==> config.mk <==
export PLATFORM = sky130hd
export DESIGN_NAME = dt_vote_accum_flat
export DESIGN_NICKNAME = d
export VERILOG_FILES = /design/src/rtl/dt_vote_accum_if.sv /design/src/rtl/dt_vote_accum.sv /design/src/flat_wrapper.sv
export SDC_FILE = /design/constraint.sdc
export NUM_CORES = 1
export LEC_CHECK = 0
export CORE_MARGIN = 3
export CORE_UTILIZATION = 28
export CTS_CLUSTER_DIAMETER = 200
export DETAILED_ROUTE_END_ITERATION = 16
export PLACE_DENSITY_LB_ADDON = 0.05
export SLEW_MARGIN = 30
export SYNTH_ARGS = -nofsm -noshare
export SYNTH_HDL_FRONTEND = slang
export SYNTH_SLANG_ARGS = --single-unit
==> constraint.sdc <==
create_clock -name clk -period 3.6 [get_ports clk]
set_input_delay 0.72 -clock clk [delete_from_list [all_inputs] [get_ports clk]]
set_output_delay 0.72 -clock clk [all_outputs]
set_load 0.01 [all_outputs]
==> src/rtl/dt_vote_accum_if.sv <==
// rtl/dt_vote_accum_if.sv - classifier-result input and vote-result output handshake bundle
interface dt_vote_accum_if #(
    parameter int CNT_W = 8
);
    logic             in_valid;
    logic [2:0]       in_class;
    logic             in_ready;
    logic             out_valid;
    logic [2:0]       out_class;
    logic [CNT_W-1:0] out_count;
    logic             out_ready;

    modport master (
        output in_valid, in_class, out_ready,
        input  in_ready, out_valid, out_class, out_count
    );

    modport slave (
        input  in_valid, in_class, out_ready,
        output in_ready, out_valid, out_class, out_count
    );
endinterface

==> src/rtl/dt_vote_accum.sv <==
// rtl/dt_vote_accum.sv - majority vote over WINDOW decision-tree class results
// Optional macro DT_VOTE_TIE_HIGH_EN: highest tied class index wins instead of lowest.
module dt_vote_accum #(
    parameter int WINDOW = 16,
    parameter int CNT_W  = 8
) (
    input  logic            clk,
    input  logic            rst,
    dt_vote_accum_if.slave  bus
);
    localparam logic [1:0] ACCUM = 2'd0;
    localparam logic [1:0] SCAN  = 2'd1;
    localparam logic [1:0] HOLD  = 2'd2;

    logic [1:0]       state;
    logic [CNT_W-1:0] cnt [8];
    logic [CNT_W-1:0] win_cnt;
    logic [3:0]       scan_idx;
    logic [2:0]       best_cls;
    logic [CNT_W-1:0] best_cnt;
    logic             ready_r;
    logic             valid_r;
    logic [2:0]       class_r;
    logic [CNT_W-1:0] count_r;

    logic             accept;
    logic             last;
    logic [CNT_W-1:0] scan_cnt;
    logic             take;

    assign accept   = bus.in_valid && ready_r;
    assign last     = accept && (win_cnt == CNT_W'(WINDOW - 1));
    assign scan_cnt = cnt[scan_idx[2:0]];

`ifdef DT_VOTE_TIE_HIGH_EN
    assign take = (scan_cnt >= best_cnt);
`else
    assign take = (scan_cnt > best_cnt);
`endif

    assign bus.in_ready  = ready_r;
    assign bus.out_valid = valid_r;
    assign bus.out_class = class_r;
    assign bus.out_count = count_r;

    always_ff @(posedge clk or posedge rst) begin
        if (rst) begin
            state    <= ACCUM;
            for (int i = 0; i < 8; i++) cnt[i] <= '0;
            win_cnt  <= '0;
            scan_idx <= '0;
            best_cls <= '0;
            best_cnt <= '0;
            ready_r  <= 1'b0;
            valid_r  <= 1'b0;
            class_r  <= '0;
            count_r  <= '0;
        end else begin
            case (state)
                ACCUM: begin
                    // ready rises on the first edge after reset and drops with the window's last sample
                    ready_r <= !last;
                    if (accept) begin
                        cnt[bus.in_class] <= cnt[bus.in_class] + CNT_W'(1);
                        win_cnt           <= win_cnt + CNT_W'(1);
                    end
                    if (last) begin
                        state    <= SCAN;
                        scan_idx <= '0;
                        best_cls <= '0;
                        best_cnt <= '0;
                    end
                end
                SCAN: begin
                    // indices 0..7 examine one class each; index 8 commits, giving a 9-cycle latency
                    if (scan_idx == 4'd8) begin
                        class_r <= best_cls;
                        count_r <= best_cnt;
                        valid_r <= 1'b1;
                        state   <= HOLD;
                    end else begin
                        if (take) begin
                            best_cls <= scan_idx[2:0];
                            best_cnt <= scan_cnt;
                        end
                        scan_idx <= scan_idx + 4'd1;
                    end
                end
                HOLD: begin
                    if (valid_r && bus.out_ready) begin
                        for (int i = 0; i < 8; i++) cnt[i] <= '0;
                        win_cnt <= '0;
                        valid_r <= 1'b0;
                        ready_r <= 1'b1;
                        state   <= ACCUM;
                    end
                end
                default: begin
                    state   <= ACCUM;
                    ready_r <= 1'b0;
                    valid_r <= 1'b0;
                end
            endcase
        end
    end
endmodule

==> src/flat_wrapper.sv <==
// flat-port wrapper written by rule: the top's interface ports become plain ports
module dt_vote_accum_flat 
#(
    parameter int WINDOW = 16,
    parameter int CNT_W  = 8
)
  (clk, rst, bus_in_valid, bus_in_class, bus_out_ready, bus_in_ready, bus_out_valid, bus_out_class, bus_out_count);
  dt_vote_accum_if #(.CNT_W(CNT_W)) bus_i ();
  input  logic clk;
  input  logic rst;
  input wire logic [$bits(bus_i.in_valid)-1:0] bus_in_valid;
  input wire logic [$bits(bus_i.in_class)-1:0] bus_in_class;
  input wire logic [$bits(bus_i.out_ready)-1:0] bus_out_ready;
  output wire logic [$bits(bus_i.in_ready)-1:0] bus_in_ready;
  output wire logic [$bits(bus_i.out_valid)-1:0] bus_out_valid;
  output wire logic [$bits(bus_i.out_class)-1:0] bus_out_class;
  output wire logic [$bits(bus_i.out_count)-1:0] bus_out_count;
  assign bus_i.in_valid = bus_in_valid;
  assign bus_i.in_class = bus_in_class;
  assign bus_i.out_ready = bus_out_ready;
  assign bus_in_ready = bus_i.in_ready;
  assign bus_out_valid = bus_i.out_valid;
  assign bus_out_class = bus_i.out_class;
  assign bus_out_count = bus_i.out_count;
  dt_vote_accum #(.WINDOW(WINDOW), .CNT_W(CNT_W)) u_core (.clk(clk), .rst(rst), .bus(bus_i));
endmodule
# == Yosys cells after proc, flatten, opt, wreduce, memory -nomap -nowiden ==
# Index checks and enable logic that the tools add are counted.
# totals
wordCells,88
register_bits,102
# op_classes
n_bitwise,4
order_cmp,4
n_eq_ne,10
n_addsub,3
mux,35
n_reduce_logical,15
# op_table
cell,count
$mux 64,2
$pmux 64 s2,1
$mux 8,10
$bwmux 64,1
$bmux 8 s3,2
$pmux 8 s2,2
$demux 8 s3,1
$add 8x1->8 const B,2
$reduce_and 3->1,4
$ne 2x1->1 const B,5
$mux 3,3
$eq 8x4->1 const B,1
$ge 4x4->1 const B,2
$gt 8x8->1,1
$mux 4,2
$not 3->4,2
$pmux 4 s2,1
$mux 2,3
$pmux 1 s3,2
$pmux 2 s3,1
$pmux 3 s2,1
$add 4x1->4 const B,1
$eq 4x4->1 const B,1
$logic_and 1x1->1,4
11 further kinds,16

# == Longest topological paths before layout ==
# logic_depth
depth_word,8
ltp_mapped,13
ltp_nobuf,10

# == Least setup slack after synthesis ==
# Ideal clock, no wire load.
# synth_timing
kind,register to register
start,reg u_core.scan_idx[1]
end,reg u_core.best_cnt[1]
period_less_slack_ns,3.187
t_required_ns,3.475
slack_ns,0.413
path_stages_with_launch,14
t_arrival_ns,3.062
cell_sequence,dfrtp_1 clkbuf_1 clkbuf_1 mux4_2 nand2_1 nand2_1 ha_1 nor2b_1 o21a_1 o21a_1 o21ai_0 a221oi_1 buf_2 mux2_2
# synth_between
elab_chain_len,7
# synth_rtl
element,line,rtl
start: declaration,dt_vote_accum.sv:18,logic [3:0] scan_idx;
start signal: assignment,dt_vote_accum.sv:86,scan_idx <= scan_idx + 4'd1;
$not 3->4 (not written as such),dt_vote_accum.sv:33,assign scan_cnt = cnt[scan_idx[2:0]];
$bmux 8 s3,dt_vote_accum.sv:33,
$mux 8 (not written as such) (2 in series),dt_vote_accum.sv:33,
$gt 8x8->1 or $mux 8 (tied branches),"dt_vote_accum.sv:38, dt_vote_accum.sv:82",
$ne 2x1->1 (no source line) or $mux 8 (tied branches),-,
$reduce_and 4->1 (no source line) or $pmux 8 s2 (tied branches),-,
end signal: assignment,dt_vote_accum.sv:84,best_cnt <= scan_cnt;
end: declaration,dt_vote_accum.sv:20,logic [CNT_W-1:0] best_cnt;
# Parallel ways exist; a longest one is shown, timed or not. The select of a mux whose other input is x is not followed.
# A chain may end at the register's enable or synchronous reset.

# == Final worst setup path ==
# layout_timing
start,reg u_core.scan_idx[0]
end,reg u_core.best_cnt[1]
# The elaborated chain is that of the path after synthesis.

==> metrics.txt <==
outcome finished clean; R2R Setup Slk ~570 ps; largest net degree at the start of global routing 51; area growth from synthesis to layout 16.9%; number of clock sinks a little over 100; num rows 50; # Max-Cap Violations 0; die height between 100 and 150 µm; Hold/Removal Path Class reg2reg; synthesized flop and latch total a little over 100; first-pass GRT wire length roughly 26,000 µm; Filler cells ~1,900; dpl cells a little under 800; Mapped Area 5540 µm²; port buffer count 19; RD Place Congestion approximately 0.83; number of synthesized flops with an enable pin 0; drt first pass iters 4; library cells used by synthesis 55; Ys Warns 0; # nets final around 540; GRT Util Overall 15.8%; Fin. Hold Viols 0; Slew HR about half; Synth area leaders dfrtp_1, mux4_2, nand2_1; pre-CTS setup slack 321 ps; setup violators final 0; CTS max path bufs 2; Critical Path Sink Type flip-flop; period utilization between 80% and 90%; crit path max-delay cell type mux4_2; Reg area roughly 2600 µm²; Non-Filler Instances about 800; post-detail-place hpwl approximately 11,000 µm; final core utilization approximately a third; Least-Margin Pin Slew ~710 ps; Worst VDD drop 0.256 mV; Worst path depth 10; reg-to-reg startpoint u_core.scan_idx[0]; Remaining Overflow, GRT 0; Root Buffer clkbuf_16; CP delay by family, top multiplexers; Initial Utilization between 20% and 30%; initial antenna violation count 0; worst path cell trace buf_12 -> mux4_2 -> nand2_1 -> nand2_1 -> ha_1 -> and4_1 -> o21ai_0 -> a221oi_1 -> buf_4 -> mux2_2; Hold Buf Count CTS 0; io pins 20; Critical Path Start u_core.scan_idx[0]; antenna fix cells 0; DRC viols 0; Synth area leader dfrtp_1; Synth Flop Type dfrtp_1; DR vias 4,004; Critical Path AT 3270 ps; Max Slew Vio Count 0; Worst EP required 3840 ps; TNS Setup 0 ps; CTS HTree Levels 3; CTS tree yes; full die area roughly 21,000 µm²; Crit path buffers/inverters 2; syn avg cell area 11.4 µm²; Worst setup SP type flip-flop; Resize count post-CTS 0; WL/cell slightly above 20 µm; setup ws final between 500 and 600 ps; Mapped Cells slightly below 500; static leakage around 2.8 nW; Hold Worst Slack ~500 ps; Final ANT Viol Nets 0; Worst setup endpoint u_core.best_cnt[1]; reg-to-reg endpoint u_core.best_cnt[1]; WL final about 16,000 µm; area share of the largest cell type after synthesis between 40% and 50%; cell area power density 728 nW/µm²; initial DRC count between 200 and 300; worst r2r path cells 10; Die W approximately 150 µm; number of global-route vias before repair roughly 4,200; # Post-CTS Setup Buffers 0; sequential area share after synthesis a little under half; fin crit period between 3000 and 4000 ps; f_max ~330 MHz; Async SR Flop Fraction 100%; Clk pin slew, worst setup/hold paths approximately 70 ps; RSZ-0062 raised after global routing no; DR vias/cell between 5 and 6; Core Area roughly 19,000 µm²; CTS buffer count 9; worst skew pair latency 350 ps; Final Skew between 8 and 9 ps; Multi-input gate area about 2800 µm²; Worst path max stage delay about 520 ps; share of cells above drive strength 1 approximately 22%; most used cell, CP nand2_1; peak fanout along the critical path 21; post-synth net total just over 500; WS Path Type reg2reg
-- kinds of logic after synthesis --
| logic type | share of synthesized area (%) |
|---|---|
| AOI/OAI and AO/OA | 11.8 |
| xor gates and xnor gates | 3.10 |
| adders and majority gates | 2.71 |
| buffers and inverters | 3.50 |
| DFF | 46.1 |
| muxes | 19.2 |
| and+or+nand+nor | 13.7 |
-- registers in the layout, indices dropped and copies added (netlist names) --
signal,count
u_core.cnt,64
u_core.best_cnt,8
u_core.bus.out_count,8
u_core.win_cnt,8
u_core.scan_idx,4
u_core.best_cls,3
u_core.bus.out_class,3
u_core.state,2
u_core.bus.in_ready,1
u_core.bus.out_valid,1
-- worst min-delay path by stage --
| stage | start | endpoint | slack (ps) | cells past startpoint |
|---|---|---|---|---|
| 2_1_floorplan | u_core.cnt[5] | u_core.cnt[5] | 460 | 2 |
| 3_3_place_gp | u_core.bus.out_count[1] | u_core.bus.out_count[1] | 490 | 1 |
| 3_5_place_dp | u_core.best_cls[2] | u_core.bus.out_class[2] | 490 | 1 |
| 4_1_cts | u_core.best_cls[2] | u_core.bus.out_class[2] | 510 | 1 |
| 5_1_grt | u_core.win_cnt[0] | u_core.win_cnt[0] | 520 | 1 |
| 6_report | u_core.win_cnt[0] | u_core.win_cnt[0] | 500 | 1 |
-- power breakdown --
group / switching, mW / internal (mW)
logic: 0.997 / 0.927
registers: 0.320 / 1.49
clock network: 0.446 / 0.525
-- area by class of cell --
class,instances,share of cell area (%)
Clock inverter,2,0.251
Multi-Input combinational cell,347,43.2
Inverter,13,0.793
Tap cell,260,5.03
Timing Repair Buffer,52,7.08
Clock buffer,13,4.18
Sequential cell,102,39.5
-- synthesized netlist by cell type, types with 3 or more instances --
library cell    n
o21a_1          3
nor4_1          3
nand3_1        12
buf_4           3
clkbuf_1       12
o21ai_1        10
mux2i_1        16
mux4_2         28
and2_0          7
xnor2_1         6
buf_6           3
buf_2           4
nand2_1        87
o2bb2ai_1      17
nand4_1         4
a21oi_1         7
nor2_1         10
a21o_1          3
a22o_1          6
mux2_2         22
and3_1          5
a31oi_1         6
and2_1          3
nand2b_1        3
inv_1          13
dfrtp_1       102
ha_1           12
nor2b_1         6
o21ai_0        31
and4_1          3
xor2_1          8
-- per-stage QoR --
stage / total power, mW / cell area [µm²]
after floorplan: 3.07 / 5540
after global placement: 3.79 / 6180
after detailed placement: 3.78 / 6180
after CTS: 4.78 / 6470
after global routing: 5.08 / 6470
final: 4.71 / 6470
-- cells in the final DEF (no fill, tap or decap), types with 7 or more instances in the layout --
cell type and count:
clkdlybuf4s50_1 18, o2bb2ai_1 17, o21ai_0 31, inv_1 12
mux2_2 22, xor2_1 8, a21oi_1 7, ha_1 12
mux4_2 28, nand3_1 12, nand2_1 87, mux2i_1 16
nor2_1 10, buf_4 31, dfrtp_1 102, o21ai_1 10
and2_0 7, clkbuf_16 9
-- worst register-to-register path, cell delays in order, from the launching register on --
cell      delay, ps
dfrtp_1         380
buf_12          210
mux4_2          530
nand2_1          80
nand2_1         170
ha_1            340
and4_1          220
o21ai_0          90
a221oi_1        330
buf_4           240
mux2_2          340
-- routing by layer --
layer / routed length, µm / GRT usage, % / vias up
met5: 0 / 0 / -
met4: 369 / 4.42 / 0
met3: 732 / 3.69 / 19
met2: 7650 / 25.3 / 90
met1: 7500 / 21.6 / 2050
li1: - / - / 1845
No activity file was read; power rests on OpenSTA's default activity.
